### config.mk
export PLATFORM = sky130hd
export DESIGN_NAME = tlv5618_rx
export DESIGN_NICKNAME = d
export VERILOG_FILES = /design/src/rtl/tlv5618_pkg.sv /design/src/rtl/tlv5618_sync.sv /design/src/rtl/tlv5618_rx.sv
export SDC_FILE = /design/constraint.sdc
export NUM_CORES = 1
export LEC_CHECK = 0
export ABC_AREA = 1
export CORE_ASPECT_RATIO = 0.5
export CORE_MARGIN = 4
export CORE_UTILIZATION = 53
export CTS_CLUSTER_SIZE = 28
export DETAILED_ROUTE_END_ITERATION = 12
export PLACE_DENSITY_LB_ADDON = 0.12
export REMOVE_ABC_BUFFERS = 1
export SYNTH_ARGS = -nofsm -noshare
export SYNTH_HDL_FRONTEND = slang
export SYNTH_SLANG_ARGS = --single-unit
export TNS_END_PERCENT = 30
### constraint.sdc
create_clock -name clk -period 2.3 [get_ports clk]
set_clock_uncertainty 0.2 [all_clocks]
set_input_delay 0.23 -clock clk [delete_from_list [all_inputs] [get_ports clk]]
set_output_delay 0.23 -clock clk [all_outputs]
set_load 0.02 [all_outputs]
### src/rtl/tlv5618_pkg.sv
// Shared definitions for the TLV5618 serial-frame receiver: frame layout,
// control codes and receiver state encoding.
package tlv5618_pkg;

  localparam int unsigned FRAME_BITS = 16;
  localparam int unsigned WORD_W     = 16;
  localparam int unsigned DATA_W     = 12;

  localparam int unsigned R1_BIT   = 15;
  localparam int unsigned SPD_BIT  = 14;
  localparam int unsigned PWR_BIT  = 13;
  localparam int unsigned R0_BIT   = 12;
  localparam int unsigned DATA_MSB = 11;
  localparam int unsigned DATA_LSB = 0;

  typedef enum logic [1:0] {
    WR_B_BUF   = 2'b00,
    WR_BUF     = 2'b01,
    WR_A_UPD_B = 2'b10,
    RSV        = 2'b11
  } r1r0_e;

  typedef enum logic [1:0] {
    IDLE  = 2'b00,
    SHIFT = 2'b01,
    OVER  = 2'b10
  } state_e;

  function automatic r1r0_e frame_code(input logic [WORD_W-1:0] w);
    return r1r0_e'({w[R1_BIT], w[R0_BIT]});
  endfunction

  function automatic logic [DATA_W-1:0] frame_data(input logic [WORD_W-1:0] w);
    return w[DATA_MSB:DATA_LSB];
  endfunction

endpackage

### src/rtl/tlv5618_sync.sv
// Multi-flop synchronizer for one asynchronous input, followed by a delay flop
// that yields single-cycle rise/fall pulses on the synchronized level.
module tlv5618_sync #(
  parameter int unsigned STAGES = 2,
  parameter logic        INIT   = 1'b1
) (
  input  logic clk,
  input  logic rst,
  input  logic async_in,
  output logic level,
  output logic rise,
  output logic fall
);

  logic [STAGES-1:0] chain_q;
  logic              dly_q;

  always_ff @(posedge clk) begin
    if (rst) begin
      chain_q <= {STAGES{INIT}};
      dly_q   <= INIT;
    end else begin
      chain_q <= {chain_q[STAGES-2:0], async_in};
      dly_q   <= chain_q[STAGES-1];
    end
  end

  always_comb begin
    level = chain_q[STAGES-1];
    rise  = chain_q[STAGES-1] & ~dly_q;
    fall  = ~chain_q[STAGES-1] & dly_q;
  end

endmodule

### src/rtl/tlv5618_rx.sv
// Receiver for TLV5618 DAC serial frames: oversamples CS/SCLK/DIN with the
// system clock, assembles 16-bit words and applies them to the DAC latches.
module tlv5618_rx
  import tlv5618_pkg::*;
#(
  parameter int unsigned SYNC_STAGES = 2,
  parameter int unsigned FRAME_BITS  = tlv5618_pkg::FRAME_BITS
) (
  input  logic              clk,
  input  logic              rst,
  input  logic              dac_cs_n,
  input  logic              dac_sclk,
  input  logic              dac_din,
  output logic [DATA_W-1:0] dac_a,
  output logic [DATA_W-1:0] dac_b,
  output logic [DATA_W-1:0] buffer_q,
  output logic              spd,
  output logic              pwr,
  output logic [WORD_W-1:0] word_q,
  output logic              word_valid,
  output logic              frame_err
);

  localparam int unsigned CNT_W = $clog2(FRAME_BITS + 1);
  localparam logic [CNT_W-1:0] CNT_FULL = CNT_W'(FRAME_BITS);
  localparam int unsigned FLUSH_LEN = SYNC_STAGES + 1;
  localparam int unsigned FLUSH_W = $clog2(FLUSH_LEN + 1);
  localparam logic [FLUSH_W-1:0] FLUSH_DONE = FLUSH_W'(FLUSH_LEN);

  logic cs_lvl, cs_rise, cs_fall;
  logic sclk_lvl, sclk_rise, sclk_fall;
  logic [SYNC_STAGES-1:0] din_q;
  logic din_s;

  tlv5618_sync #(
    .STAGES(SYNC_STAGES),
    .INIT  (1'b1)
  ) u_sync_cs (
    .clk     (clk),
    .rst     (rst),
    .async_in(dac_cs_n),
    .level   (cs_lvl),
    .rise    (cs_rise),
    .fall    (cs_fall)
  );

  tlv5618_sync #(
    .STAGES(SYNC_STAGES),
    .INIT  (1'b1)
  ) u_sync_sclk (
    .clk     (clk),
    .rst     (rst),
    .async_in(dac_sclk),
    .level   (sclk_lvl),
    .rise    (sclk_rise),
    .fall    (sclk_fall)
  );

  // Only the falling SCLK edge carries data.
  logic unused_sclk;
  assign unused_sclk = sclk_lvl ^ sclk_rise;

  always_ff @(posedge clk) begin
    if (rst) begin
      din_q <= '0;
    end else begin
      din_q <= {din_q[SYNC_STAGES-2:0], dac_din};
    end
  end
  assign din_s = din_q[SYNC_STAGES-1];

  // After reset the CS chain refills from its idle preset; a CS already held
  // low would look like a fresh falling edge, so ignore edges until it settles.
  logic [FLUSH_W-1:0] flush_q;
  logic               flush_done;
  assign flush_done = (flush_q == FLUSH_DONE);

  always_ff @(posedge clk) begin
    if (rst) begin
      flush_q <= '0;
    end else if (!flush_done) begin
      flush_q <= flush_q + 1'b1;
    end
  end

  state_e            state_q, state_d;
  logic [CNT_W-1:0]  cnt_q, cnt_d;
  logic [WORD_W-1:0] shift_q, shift_d;
  logic [DATA_W-1:0] dac_a_q, dac_a_d;
  logic [DATA_W-1:0] dac_b_q, dac_b_d;
  logic [DATA_W-1:0] buf_q, buf_d;
  logic [WORD_W-1:0] word_d;
  logic              spd_q, spd_d;
  logic              pwr_q, pwr_d;
  logic [WORD_W-1:0] word_r;
  logic              word_valid_q, word_valid_d;
  logic              frame_err_q, frame_err_d;

  always_comb begin
    state_d      = state_q;
    cnt_d        = cnt_q;
    shift_d      = shift_q;
    dac_a_d      = dac_a_q;
    dac_b_d      = dac_b_q;
    buf_d        = buf_q;
    word_d       = word_r;
    spd_d        = spd_q;
    pwr_d        = pwr_q;
    word_valid_d = 1'b0;
    frame_err_d  = 1'b0;

    unique case (state_q)
      IDLE: begin
        if (cs_fall && flush_done) begin
          state_d = SHIFT;
          cnt_d   = '0;
          shift_d = '0;
        end
      end
      SHIFT: begin
        if (cs_rise) begin
          state_d = IDLE;
          if (cnt_q == CNT_FULL) begin
            word_valid_d = 1'b1;
            word_d       = shift_q;
            spd_d        = shift_q[SPD_BIT];
            pwr_d        = shift_q[PWR_BIT];
            unique case (frame_code(shift_q))
              WR_B_BUF: begin
                dac_b_d = frame_data(shift_q);
                buf_d   = frame_data(shift_q);
              end
              WR_BUF: buf_d = frame_data(shift_q);
              WR_A_UPD_B: begin
                dac_a_d = frame_data(shift_q);
                dac_b_d = buf_q;
              end
              RSV: ;
            endcase
          end else begin
            frame_err_d = 1'b1;
          end
        end else if (sclk_fall && !cs_lvl) begin
          if (cnt_q == CNT_FULL) begin
            state_d = OVER;
          end else begin
            shift_d = {shift_q[WORD_W-2:0], din_s};
            cnt_d   = cnt_q + 1'b1;
          end
        end
      end
      OVER: begin
        if (cs_rise) begin
          state_d     = IDLE;
          frame_err_d = 1'b1;
        end
      end
      default: state_d = IDLE;
    endcase
  end

  always_ff @(posedge clk) begin
    if (rst) begin
      state_q      <= IDLE;
      cnt_q        <= '0;
      shift_q      <= '0;
      dac_a_q      <= '0;
      dac_b_q      <= '0;
      buf_q        <= '0;
      word_r       <= '0;
      spd_q        <= 1'b0;
      pwr_q        <= 1'b0;
      word_valid_q <= 1'b0;
      frame_err_q  <= 1'b0;
    end else begin
      state_q      <= state_d;
      cnt_q        <= cnt_d;
      shift_q      <= shift_d;
      dac_a_q      <= dac_a_d;
      dac_b_q      <= dac_b_d;
      buf_q        <= buf_d;
      word_r       <= word_d;
      spd_q        <= spd_d;
      pwr_q        <= pwr_d;
      word_valid_q <= word_valid_d;
      frame_err_q  <= frame_err_d;
    end
  end

  assign dac_a      = dac_a_q;
  assign dac_b      = dac_b_q;
  assign buffer_q   = buf_q;
  assign word_q     = word_r;
  assign spd        = spd_q;
  assign pwr        = pwr_q;
  assign word_valid = word_valid_q;
  assign frame_err  = frame_err_q;

endmodule
==> results.toml <==
[run_status]
status = "complete, no violations"

[route]
ant_nets = 0
drt_iter0_drc = 223
routedWlPerCell_um = 12.2
routed_wl_um = 7690
drt_first_pass_iters = 4
routed_via_density = 5.01
drc = 0
num_vias = 3163

[placement]
port_buffers = 60
gp_congestion = 0.815
hpwl_um = 4970

[synth]
syn_area_mm2 = 0.00365
synth_top_family_by_area = "simple AND/OR/NAND/NOR gates"
synth_compound_area_share_pct = 16.2
synth_top_area_share_pct = 47.7
synth_seq_area_share_pct = 47.7
synth_ff_type = "dfxtp_1"
synth-simple-area-share_pct = 23.0
yosysMostFrequentCell = "nand2_1"
syn_inst = 487
synth.area.top_cells = "dfxtp_1, nand2_1, a21oi_1"
synth-async-reset-ratio_pct = 0
synth_common_cells = "nand2_1, dfxtp_1, a21oi_1"
synth_edf_count = 0
synth_fa_ha_area_share_pct = 2.40
muxShareOfSynthArea_pct = 0
avgSynthCellArea_um2 = 7.49
ys_ff_latch = 87
synth-xor-area-share_pct = 0.240
synth_largest_area_cell = "dfxtp_1"
yosys_warnings = 0
ys_types = 27

[critical_path]
cp-start-kind = "flip-flop"
arrival_ps = 2090
crit_required_ps = 2320
worst_path_largest_cell_delay_ps = 330
rrSetupSlack_ps = 230
r2r-end = "buffer_q[0]"
r2r-start = "state_q[1]"
crit_chain = "inv_1, ha_1, nand3_2, nor2_8, nand2_2, o21ai_0, a21oi_1"
crit_slowest_cell = "nand2_2"
cp_max_fo = 24
crit_path_end_kind = "flip-flop"
cp-startpoint = "state_q[1]"
path_class = "flip-flop to flip-flop"
reg2regPathDepth = 7

[global_routing]
first_global_vias = 2791
antenna_found_initial = 0
grt_max_degree = 55
top_usage_layer = "met2"
track_usage_pct = 19.3
grt_pass1_wl_um = 12800
grt_use_met1_pct = 23.8
grt_use_met2_pct = 31.6
grt_overflow_total = 0
grt_util_met3_pct = 6.97

[power]
p_total_w = 0.00479
p_sw_w = 0.00166
power.share.clock_pct = 31.3
p_int_w = 0.00313
irDropWorstVdd_mv = 0.557
p_sw_share_pct = 34.6
seq_power_share_pct = 40.5
p_leak_nw = 1.73
power_density_mw_per_mm2 = 1050
p_comb_share_pct = 28.2

[timing]
final_hold_viol_count = 0
post-route-min-period_ps = 2070
worst_hold_slack_ps = 206
setup_viol_count_final = 0
rsz0062_at_grt = "false"
slew_headroom_pct = 72.6
slew_viol_final = 0
fin_crit_sh_pct = 90.0
fmax_mhz = 483
worstMarginPinSlew_ps = 409

[worst_hold_path]
min_path_type = "flip-flop to flip-flop"
hp-start = "u_sync_cs.chain_q[0]"
hold_depth = 1
hold_path_end = "u_sync_cs.chain_q[1]"

[clock_tree]
cts_root_buffer = "clkbuf_16"
cts_max_level = 3
clk_latency_ps = 340
cts_buffer_depth = 2
cts_sinks = 87
cts_hold_buf = 0
clk_pin_slew_worst_paths_ps = 60
numCtsBuffers = 9
cts_tree = "done"

[layout]
area_growth_pct = 25.3
multi_input_area_mm2 = 0.00153
drive_above_1_share_pct = 7.61
register_area_mm2 = 0.00174
diodes = 0
final.fill_count = 601
finalNetCount = 546

[floorplanning]
fp.dieH_um = 66.7
start_util_pct = 54.7
design.die.area_mm2 = 0.00836
rows = 21
die-width_um = 125
io_pins = 61
coreArea_mm2 = 0.00667

[run]
maxCapViolCount = 0
==> cell type report <==
| cell class | instances | area share (%) |
|---|---|---|
| flip-flops and latches | 87 | 38.1 |
| multi-input cells | 322 | 33.6 |
| repair buffers | 69 | 15.2 |
| clock buffers | 12 | 5.83 |
| inverters | 45 | 3.69 |
| well taps | 92 | 2.52 |
| clock inverters | 4 | 1.15 |
==> placed cells by master, fill, tap and decap left out, drive strengths merged <==
cell             n
nand4            2
inv             44
clkdlybuf4s50   60
ha               7
o21bai           1
nand2          120
dfxtp           87
nor2            39
nand3           29
nor3             1
a21oi           74
bufinv           1
xor2             1
clkbuf          12
clkinv           4
buf              9
or2              5
o21ai           43
==> power groups by stage <==
stage               Combinational, W  Sequential [W]  Clock [W]
floorplan                    0.00100         0.00189          0
global placement             0.00131         0.00196          0
detailed placement           0.00134         0.00196          0
CTS                          0.00135         0.00193    0.00154
global route                 0.00157         0.00196    0.00160
finish                       0.00135         0.00194    0.00150
==> per-layer routing <==
metal / share of wire, % / vias up
met5: 0 / -
met4: 1.3 / 0
met3: 5.3 / 12
met2: 43 / 55
met1: 50 / 1442
li1: - / 1654
==> logic make-up (layout without fill, tap and decap cells) <==
logic type	after synthesis	count (layout)
xor+xnor	1	1
compound gates	118	118
fa+ha+maj	7	7
flops	87	87
buf+inv	78	130
simple gates	196	196
==> critical path, delay by kind of cell, from the launching register on <==
family | cells | cell delay [ps]
buffers and inverters | 1 | 110
AOI/OAI and AO/OA | 2 | 320
adders and majority gates | 1 | 210
DFF | 1 | 310
and+or+nand+nor | 3 | 800
==> repair_timing <==
| action | in CTS | in global routing |
|---|---|---|
| buffers inserted | 0 | 0 |
| gates resized for setup | 0 | 1 |
| setup endpoints to repair | 0 | 1 |
==> sequential cells by signal, summed over array words and instances (netlist names), 5 cells and up <==
register / flops
buffer_q: 12
shift_q: 16
cnt_q: 5
word_q: 16
dac_b: 12
dac_a: 12
==> how the worst max path moves through the flow <==
| stage | endpoint | slack, ps | depth (start not counted) |
|---|---|---|---|
| floorplan | cnt_q[4] | -0.7 | 8 |
| global placement | dac_b[0] | 270 | 7 |
| detailed placement | dac_b[6] | 200 | 7 |
| CTS | dac_b[6] | 180 | 7 |
| global route | buffer_q[2] | 2 | 7 |
| finish | buffer_q[0] | 230 | 7 |
==> per-stage QoR <==
step           std cells  util [%]  worst slack (ps)  area (um^2)  setup TNS, ps
6_report             631      68.5               230         4570              0
5_1_grt              631      68.5              2.39         4570              0
4_1_cts              631      68.4               181         4570              0
3_5_place_dp         615      63.6               198         4250              0
3_3_place_gp         615      63.6               272         4250              0
2_1_floorplan        454         -            -0.727         3440         -0.727
Note: power is estimated with default switching activity, not from simulation.
